[config.mk]
export PLATFORM = sky130hd
export DESIGN_NAME = core_bpu
export DESIGN_NICKNAME = d
export VERILOG_FILES = /design/src/rtl/core_bpu.sv
export SDC_FILE = /design/constraint.sdc
export NUM_CORES = 2
export LEC_CHECK = 0
export CORE_ASPECT_RATIO = 0.6
export CORE_MARGIN = 3
export CORE_UTILIZATION = 56
export CTS_CLUSTER_SIZE = 12
export DETAILED_ROUTE_END_ITERATION = 12
export PLACE_DENSITY = 0.82
export SLEW_MARGIN = 20
export SYNTH_ARGS = -nofsm -noshare
export SYNTH_HDL_FRONTEND = slang
export SYNTH_SLANG_ARGS = --single-unit
[constraint.sdc]
create_clock -name clk -period 7.4 [get_ports clk]
set_input_delay 2.22 -clock clk [delete_from_list [all_inputs] [get_ports clk]]
set_output_delay 2.22 -clock clk [all_outputs]
set_load 0.01 [all_outputs]
[src/rtl/core_bpu.sv]
// Fetch-side branch predictor: BTB, local history, 2-bit PHT, return-address stack when BPU_RAS_EN is defined.
// Latency: 1 cycle from accepted fetch to bpu_predict_o; corrections update state on the next edge.
// Backpressure: fetch_stall_i holds predict_valid_o/bpu_predict_o; no fetch is accepted until the init sweep ends.
package core_bpu_pkg;
   localparam int BPU_HIST_W    = 6;
   localparam int BPU_RAS_PTR_W = 3;

   typedef struct packed {
      logic [31:0]              predict_pc;
      logic                     taken;
      logic [1:0]               lphr;
      logic [BPU_HIST_W-1:0]    history;
      logic                     dir_type;
      logic [1:0]               target_type;
      logic [BPU_RAS_PTR_W-1:0] ras_ptr;
   } bpu_predict_t;

   typedef struct packed {
      logic                     miss;
      logic [31:0]              pc;
      logic                     true_taken;
      logic [31:0]              true_target;
      logic                     true_dir;
      logic [1:0]               true_target_type;
      logic [BPU_HIST_W-1:0]    history;
      logic [1:0]               lphr;
      logic [BPU_RAS_PTR_W-1:0] ras_ptr;
   } bpu_correct_t;
endpackage

module core_bpu
   import core_bpu_pkg::*;
#(
   parameter int ENTRIES   = 64,
   parameter int TAG_W     = 16,
   parameter int HIST_W    = BPU_HIST_W,
   parameter int RAS_DEPTH = 8
) (
   input  logic         clk,
   input  logic         rst,
   output logic         ready_o,
   input  logic         fetch_valid_i,
   input  logic         fetch_stall_i,
   input  logic [31:0]  fetch_pc_i,
   output logic         predict_valid_o,
   output bpu_predict_t bpu_predict_o,
   input  logic         correct_valid_i,
   input  bpu_correct_t bpu_correct_i
);
   localparam int IDX_W = $clog2(ENTRIES);
   localparam int PTR_W = $clog2(RAS_DEPTH);
   localparam int PHT_N = 1 << HIST_W;
   localparam logic [0:0] ST_INIT = 1'b0;
   localparam logic [0:0] ST_RUN  = 1'b1;

   logic [0:0]       state;
   logic [IDX_W-1:0] init_idx;
   logic [HIST_W-1:0] init_pht;

   logic             btb_vld  [ENTRIES];
   logic [TAG_W-1:0] btb_tag  [ENTRIES];
   logic [31:0]      btb_tgt  [ENTRIES];
   logic             btb_dir  [ENTRIES];
   logic [1:0]       btb_type [ENTRIES];
   logic [HIST_W-1:0] lhr     [ENTRIES];
   logic [1:0]       pht      [PHT_N];

   logic             accept;
   logic [IDX_W-1:0] f_idx, c_idx;
   logic             f_hit, f_taken;
   logic [HIST_W-1:0] f_hist;
   logic [1:0]       f_lphr, c_lphr_new;
   logic [31:0]      f_target;
   logic [PTR_W-1:0] ras_ptr;
   logic [31:0]      ras_top;
   bpu_predict_t     pred_next;

   assign ready_o  = (state == ST_RUN);
   assign accept   = fetch_valid_i & ~fetch_stall_i & ready_o;
   assign init_pht = HIST_W'(init_idx);

   assign f_idx  = fetch_pc_i[IDX_W+1:2];
   assign f_hit  = btb_vld[f_idx] && (btb_tag[f_idx] == fetch_pc_i[IDX_W+2 +: TAG_W]);
   assign f_hist = lhr[f_idx];
   assign f_lphr = pht[f_hist];
   assign c_idx  = bpu_correct_i.pc[IDX_W+1:2];

`ifdef BPU_RAS_EN
   localparam bit RAS_EN = 1'b1;
   logic [31:0]      ras [RAS_DEPTH];
   logic [PTR_W-1:0] c_rp;

   assign c_rp    = bpu_correct_i.ras_ptr;
   assign ras_top = ras[ras_ptr - PTR_W'(1)];

   // A mispredict repair owns the stack; that cycle's speculative push/pop is dropped.
   always_ff @(posedge clk) begin
      if (rst) begin
         ras_ptr <= '0;
         for (int i = 0; i < RAS_DEPTH; i++) ras[i] <= '0;
      end else if (correct_valid_i && ready_o && bpu_correct_i.miss) begin
         ras_ptr <= c_rp;
         case (bpu_correct_i.true_target_type)
            2'd1: begin
               ras[c_rp] <= bpu_correct_i.pc + 32'd4;
               ras_ptr   <= c_rp + PTR_W'(1);
            end
            2'd2:    ras_ptr <= c_rp - PTR_W'(1);
            default: ;
         endcase
      end else if (accept && f_hit && f_taken) begin
         case (btb_type[f_idx])
            2'd1: begin
               ras[ras_ptr] <= fetch_pc_i + 32'd4;
               ras_ptr      <= ras_ptr + PTR_W'(1);
            end
            2'd2:    ras_ptr <= ras_ptr - PTR_W'(1);
            default: ;
         endcase
      end
   end
`else
   localparam bit RAS_EN = 1'b0;
   logic unused_ras;
   assign ras_ptr    = '0;
   assign ras_top    = '0;
   assign unused_ras = ^{bpu_correct_i.miss, bpu_correct_i.pc, bpu_correct_i.ras_ptr};
`endif

   assign f_taken  = btb_dir[f_idx] ? f_lphr[1] : 1'b1;
   assign f_target = (RAS_EN && btb_type[f_idx] == 2'd2) ? ras_top : btb_tgt[f_idx];

   always_comb begin
      pred_next            = '0;
      pred_next.history    = f_hist;
      pred_next.lphr       = f_lphr;
      pred_next.ras_ptr    = ras_ptr;
      pred_next.predict_pc = fetch_pc_i + 32'd4;
      if (f_hit) begin
         pred_next.dir_type    = btb_dir[f_idx];
         pred_next.target_type = btb_type[f_idx];
         pred_next.taken       = f_taken;
         if (f_taken) pred_next.predict_pc = f_target;
      end
   end

   always_comb begin
      c_lphr_new = bpu_correct_i.lphr;
      if (bpu_correct_i.true_taken) begin
         if (bpu_correct_i.lphr != 2'b11) c_lphr_new = bpu_correct_i.lphr + 2'b01;
      end else if (bpu_correct_i.lphr != 2'b00) begin
         c_lphr_new = bpu_correct_i.lphr - 2'b01;
      end
   end

   always_ff @(posedge clk) begin
      if (rst) begin
         state           <= ST_INIT;
         init_idx        <= '0;
         predict_valid_o <= 1'b0;
         bpu_predict_o   <= '0;
      end else begin
         if (state == ST_INIT) begin
            init_idx <= init_idx + IDX_W'(1);
            if (init_idx == IDX_W'(ENTRIES - 1)) state <= ST_RUN;
         end
         if (!fetch_stall_i) begin
            predict_valid_o <= accept;
            if (accept) bpu_predict_o <= pred_next;
         end
      end
   end

   // Storage has no reset; the init sweep clears it. Lookups above see pre-edge contents.
   always_ff @(posedge clk) begin
      if (!rst) begin
         if (state == ST_INIT) begin
            btb_vld[init_idx] <= 1'b0;
            lhr[init_idx]     <= '0;
            pht[init_pht]     <= 2'b01;
         end else if (correct_valid_i) begin
            if (bpu_correct_i.true_taken) begin
               btb_vld[c_idx]  <= 1'b1;
               btb_tag[c_idx]  <= bpu_correct_i.pc[IDX_W+2 +: TAG_W];
               btb_tgt[c_idx]  <= bpu_correct_i.true_target;
               btb_dir[c_idx]  <= bpu_correct_i.true_dir;
               btb_type[c_idx] <= bpu_correct_i.true_target_type;
            end
            if (bpu_correct_i.true_dir)
               lhr[c_idx] <= {bpu_correct_i.history[HIST_W-2:0], bpu_correct_i.true_taken};
            pht[bpu_correct_i.history] <= c_lphr_new;
         end
      end
   end
endmodule

-- After elaboration in Yosys (flattened, before gate mapping)
Memories as Yosys holds them, arrays and structs flattened.
Cells that the tools add are included.
- register bits after elaboration: 52
- RAM bits: 3840
- input port bits: 117
- output and inout port bits: 49
- logic and storage cells: 67
- memories kept: 7
- memory list (name ; words ; bits a word ; rd ports ; clocked after memory_dff ; wr ports ; line ; text):
    btb_tgt ; 64 ; 32 ; 1 ; 0 ; 1 ; 62 ; logic [31:0] btb_tgt [ENTRIES];
    btb_tag ; 64 ; 16 ; 1 ; 0 ; 1 ; 61 ; logic [TAG_W-1:0] btb_tag [ENTRIES];
    lhr ; 64 ; 6 ; 1 ; 0 ; 1 ; 65 ; logic [HIST_W-1:0] lhr [ENTRIES];
    btb_type ; 64 ; 2 ; 1 ; 0 ; 1 ; 64 ; logic [1:0] btb_type [ENTRIES];
    pht ; 64 ; 2 ; 1 ; 0 ; 1 ; 66 ; logic [1:0] pht [PHT_N];
    btb_dir ; 64 ; 1 ; 1 ; 0 ; 1 ; 63 ; logic btb_dir [ENTRIES];
    1 more memories ; -- ; -- ; -- ; -- ; -- ; -- ;
- add/subtract/negate cells: 4
- eq/ne operators: 3
- multiplexer cells: 35
- bitwise operators: 3
- reductions and logical operators: 6
- operators by type and width (operator ; number):
    two-way mux 33 bit ; 1
    adder 32 x 3 -> 32 bit (second input constant) ; 1
    two-way mux 32 bit ; 1
    two-way mux 1 bit ; 24
    two-way mux 6 bit ; 4
    == test 16 bit ; 1
    two-way mux 2 bit ; 4
    adder 6 x 1 -> 6 bit (second input constant) ; 1
    == test 6 bit (second input constant) ; 1
    OR reduction 6 bit ; 1
    two-way mux 3 bit ; 1
    adder 2 x 1 -> 2 bit (second input constant) ; 1
    AND 1 bit ; 2
    inequality test 2 bit (second input constant) ; 1
    AND reduction 2 bit ; 1
    nonzero test 2 bit ; 1
    OR reduction 2 bit ; 1
    subtractor 2 x 1 -> 2 bit (second input constant) ; 1
    logical AND 1 bit ; 1
    inverter 1 bit ; 1
    OR reduction 1 bit ; 1

-- Longest topological paths before layout
- depth in word-level cells: 7
- gate-level depth with buffers: 22
- depth with buffers taken out: 12

-- Worst setup path after synthesis
Ideal clock, no wire load.
- path type: input-to-reg
- start: input correct_valid_i
- end: memory btb_dir[28], enable pin
- setup time: 460 ps
- arrival time: 7255 ps
- required time: 6940 ps
- path slack: -315 ps
- cell stages on the path: 9
- cells stage by stage: nand2_1 > nor2_1 > clkbuf_1 > nand2_1 > inv_1 > clkbuf_1 > buf_1 > nand3_1 > nor2_1
- cells in the longest elaborated chain, start to end: 4
- RTL lines (item ; line ; text):
    start, declared ; 47 ; input logic correct_valid_i,
    two-way mux 1 bit ; 181 ; end else if (correct_valid_i) begin
    two-way mux 1 bit ; 177 ; if (state == ST_INIT) begin
    two-way mux 1 bit ; 176 ; if (!rst) begin
    two-way mux 1 bit (implied by the code) ; 186 ; btb_dir[c_idx] <= bpu_correct_i.true_dir;
    end, declared ; 63 ;
No other way between the ends.

-- Worst setup path after layout
- start: input fetch_pc_i[2]
- end: register bpu_predict_o[32] (netlist bit)
- cells in the longest elaborated chain, start to end: 5
- elaborated cells between the ends (all ways): 12
- those cells by class: add/sub: 1; eq/ne: 1; mux: 3; reduce/logical: 1; memory: 6
- RTL lines (item ; line ; text):
    start, declared ; 44 ; input logic [31:0] fetch_pc_i,
    memory (64 x 6 bit) ; -- ;
    memory (64 x 2 bit) ; -- ;
    two-way mux 1 bit ; 130 ; assign f_taken = btb_dir[f_idx] ? f_lphr[1] : 1'b1;
    two-way mux 32 bit ; 143 ; if (f_taken) pred_next.predict_pc = f_target;
    two-way mux 33 bit (*) ; 139 ; if (f_hit) begin
    end signal, assigned ; 169 ; if (accept) bpu_predict_o <= pred_next;
    end, declared ; 46 ; output bpu_predict_t bpu_predict_o,
Every way passes the cells marked *; elsewhere a longest branch is shown, timed or not.
A chain may end at the register's enable or synchronous reset.

==> impl_metrics.prom <==
# TYPE chip_impl_metric gauge
chip_impl_info{name="outcome",value="complete, no violations"} 1
chip_impl_metric{name="finalSetupViolations",unit=""} 0
chip_impl_metric{name="worst_slack",unit="ns"} 0.8618
chip_impl_metric{name="critical_path.n_buffers_inverters",unit=""} 3
chip_impl_metric{name="final_cycle_utilization_of_the_critical_path",unit="%"} 88.35
chip_impl_metric{name="postSynthRegisterBits",unit=""} 3892
chip_impl_info{name="setup.worst_path.start_class",value="primary input"} 1
chip_impl_metric{name="antenna_found_initial",unit=""} 41
chip_impl_metric{name="routed_via_density",unit=""} 7.479
chip_impl_metric{name="post_route_cells_drive_above_1_share",unit="%"} 28.44
chip_impl_metric{name="post_layout_nonfiller_instances",unit=""} 10600
chip_impl_metric{name="core_footprint",unit="um2"} 265800
chip_impl_info{name="worst_path_max_delay_cell",value="mux4_2"} 1
chip_impl_info{name="criticalPathCategory",value="primary input to flop"} 1
chip_impl_metric{name="maxClockFrequency",unit="MHz"} 152.9
chip_impl_metric{name="clock_pin_slew_on_the_worst_setup_and_hold_paths",unit="ns"} 0.06
chip_impl_metric{name="post_cts_setup_buffers",unit=""} 0
chip_impl_metric{name="drt_first_pass_iters",unit=""} 9
chip_impl_metric{name="final_hold_viol_count",unit=""} 0
chip_impl_metric{name="grt.total_usage",unit="%"} 33.85
chip_impl_info{name="cp_common_cell",value="mux4_2"} 1
chip_impl_metric{name="max_transition_viols_final",unit=""} 0
chip_impl_info{name="critPathCaptureType",value="flop"} 1
chip_impl_metric{name="worst_slew_margin_rel",unit="%"} 17.06
chip_impl_metric{name="num_rows",unit=""} 146
chip_impl_info{name="post-synth-top-area-cell",value="edfxtp_1"} 1
chip_impl_metric{name="cellPowerDensity",unit="nW/um2"} 257.7
chip_impl_info{name="clk_root_buffer_cell",value="clkbuf_16"} 1
chip_impl_metric{name="grt-ovfl-total",unit=""} 0
chip_impl_metric{name="detailedRoute.firstIterationViolations",unit=""} 16270
chip_impl_metric{name="post_synth.cell_area_avg",unit="um2"} 23.27
chip_impl_info{name="synth.top_cells.by_area",value="edfxtp_1 77%, mux4_2 18%, mux2i_1 0.88%"} 1
chip_impl_metric{name="skew",unit="ns"} 0.07026
chip_impl_metric{name="die_x",unit="um"} 675.7
chip_impl_metric{name="mappedNetlistArea",unit="um2"} 150700
chip_impl_metric{name="cts_inserted_buffers",unit=""} 367
chip_impl_metric{name="placed_cells",unit=""} 10090
chip_impl_metric{name="drtAntennaViolNets",unit=""} 0
chip_impl_metric{name="design.portCount",unit=""} 166
chip_impl_metric{name="crit_path_max_incr_delay",unit="ns"} 0.62
chip_impl_metric{name="holdBufCountCts",unit=""} 0
chip_impl_info{name="post_synth_most_frequent_cells",value="3,840 x edfxtp_1, 1,174 x mux4_2, 315 x nor2_1"} 1
chip_impl_metric{name="grt_pass1_vias",unit=""} 80040
chip_impl_metric{name="p_leak",unit="nW"} 52.98
chip_impl_metric{name="syn_inst",unit=""} 6476
chip_impl_metric{name="number_of_vias_in_the_routed_layout",unit=""} 79300
chip_impl_metric{name="port_buffers",unit=""} 148
chip_impl_metric{name="post_synth_num_cell_types",unit=""} 64
chip_impl_metric{name="grt_start_max_net_pins",unit=""} 105
chip_impl_info{name="rsz0062_at_grt",value="false"} 1
chip_impl_info{name="critical-path-top-delay-family",value="simple AND/OR/NAND/NOR gates"} 1
chip_impl_metric{name="clock_sink_total",unit=""} 3892
chip_impl_metric{name="num-fill-cells",unit=""} 15940
chip_impl_metric{name="routedWlPerCell",unit="um"} 44.05
chip_impl_metric{name="ys_async_sr_fraction",unit="%"} 0
chip_impl_metric{name="max_cap_violations",unit=""} 0
chip_impl_metric{name="ys_seq_area_share",unit="%"} 77.20
chip_impl_info{name="hold_class",value="flop to flop"} 1
chip_impl_info{name="synth_top_flop_cell",value="edfxtp_1"} 1
chip_impl_metric{name="dp_hpwl",unit="um"} 236400
chip_impl_metric{name="ctsResizeCount",unit=""} 0
chip_impl_metric{name="effective_utilization_at_floorplan",unit="%"} 56.70
chip_impl_info{name="cp_cell_sequence",value="buf_16, buf_12, mux4_2, mux4_2, mux4_2, xnor2_1, nand2_1, nor4_4, nand4_1, nor4_2, o221ai_4, buf_12, and3_1, nor4_1"} 1
chip_impl_metric{name="top_cell_type_s_share_of_synthesized_area",unit="%"} 76.51
chip_impl_metric{name="worst_hold_slack",unit="ns"} 0.4653
chip_impl_metric{name="number_of_synthesized_flops_with_an_enable_pin",unit=""} 3840
chip_impl_metric{name="cts-root-to-sink-buffers",unit=""} 4
chip_impl_metric{name="crit_arrival",unit="ns"} 7.31
chip_impl_metric{name="drcViolationCount",unit=""} 0
chip_impl_metric{name="pre_cts_slack",unit="ns"} 0.2166
chip_impl_metric{name="globalplace.congestion",unit=""} 0.8891
chip_impl_metric{name="h-tree-depth",unit=""} 5
chip_impl_metric{name="fin_nets",unit=""} 7034
chip_impl_metric{name="final_period_minus_worst_setup_slack",unit="ns"} 6.538
chip_impl_metric{name="grt_first_pass_wirelength",unit="um"} 641500
chip_impl_metric{name="setup_total_negative_slack",unit="ns"} 0
chip_impl_metric{name="cp_max_fo",unit=""} 44
chip_impl_metric{name="fin_util",unit="%"} 63.38
chip_impl_metric{name="yosysWarningCount",unit=""} 0
chip_impl_metric{name="detailed_route_wl",unit="um"} 467100
chip_impl_info{name="synth_most_common_cell",value="edfxtp_1"} 1
chip_impl_metric{name="tightest_slew",unit="ns"} 1.244
chip_impl_metric{name="crit_required",unit="ns"} 8.17
chip_impl_metric{name="peakVddDrop",unit="mV"} 0.2123
chip_impl_metric{name="worst_skew_pair.late_latency",unit="ns"} 0.92
chip_impl_metric{name="die_h",unit="um"} 407.8
chip_impl_info{name="cts_tree",value="yes"} 1
chip_impl_metric{name="die_area",unit="um2"} 275600
chip_impl_metric{name="layout-area-overhead-vs-synth",unit="%"} 11.78
cell type report:
| type | instances | area [um2] | area share [%] |
|---|---|---|---|
| antenna | 33 | 82.58 | 0.04902 |
| clock buffer | 456 | 9677 | 5.744 |
| clock inverter | 16 | 230.2 | 0.1367 |
| inverter | 10 | 42.54 | 0.02525 |
| multi-input combinational | 2230 | 33280 | 19.75 |
| sequential | 3892 | 116400 | 69.06 |
| tap | 3552 | 4444 | 2.638 |
| timing repair buffer | 414 | 4363 | 2.590 |
state kept, by name, summed over array words and instances (netlist names):
register	count
btb_vld	64
bpu_predict_o	44
btb_type	128
predict_valid_o	1
btb_tag	1024
pht	128
init_idx	6
ready_o	1
btb_dir	64
btb_tgt	2048
lhr	384
cells by family (layout without fill, tap and decap cells):
kind of cell | after synthesis | in the layout | share of synthesized area (%)
compound gates | 145 | 145 | 0.6617
fa+ha+maj | 2 | 2 | 0.01660
other cells | 1 | 36 | 0.002488
xor+xnor | 47 | 47 | 0.2731
flops | 3892 | 3892 | 77.20
simple gates | 714 | 714 | 2.212
buf+inv | 356 | 896 | 1.107
mux | 1319 | 1319 | 18.53
per-layer routing:
metal | up-vias | GRT usage (%) | share of wire (%)
met5 | - | 0 | 0.057
met4 | 24 | 16.56 | 6.1
li1 | 28320 | - | -
met1 | 40540 | 44.74 | 31
met3 | 1752 | 13.11 | 18
met2 | 8671 | 49.82 | 45
placed cells by master (no fill, tap or decap), types with 57 or more instances in the layout:
cell	synthesis	final
clkbuf_1	155	81
nor2_1	315	249
buf_12	0	76
clkdlybuf4s50_1	0	92
nor2_4	0	65
clkbuf_16	0	374
buf_4	28	193
nand3b_1	57	57
nand2_1	136	135
mux2i_1	132	132
edfxtp_1	3840	3840
nand3_1	96	96
mux4_2	1174	1174
where the power goes:
part	internal (W)	switching, W
Sequential	0.0242	0.00000729
Clock	0.00910	0.00806
Combinational	0.000825	0.00126
worst paths after layout:
kind,slack [ns],end,from,depth (start not counted)
worst max-delay path,0.86,bpu_predict_o[32],fetch_pc_i[2],14
worst min register to register,0.47,bpu_predict_o[3],bpu_predict_o[3],2
worst min-delay path,0.47,bpu_predict_o[3],bpu_predict_o[3],2
worst max register to register,2.43,bpu_predict_o[22],lhr[27][0],14
tightest hold or removal path: stages, from the launching register on:
cell     delay, ns
dfxtp_1       0.31
nand2_1       0.06
a21oi_1       0.05
metrics by stage:
step	total power (W)	cell area, um2
2_1_floorplan	0.02579	150700
3_3_place_gp	0.02651	158200
3_5_place_dp	0.02659	158200
4_1_cts	0.04327	168100
5_1_grt	0.04416	168400
6_report	0.04341	168500
No activity file was read; power rests on OpenSTA's default activity.
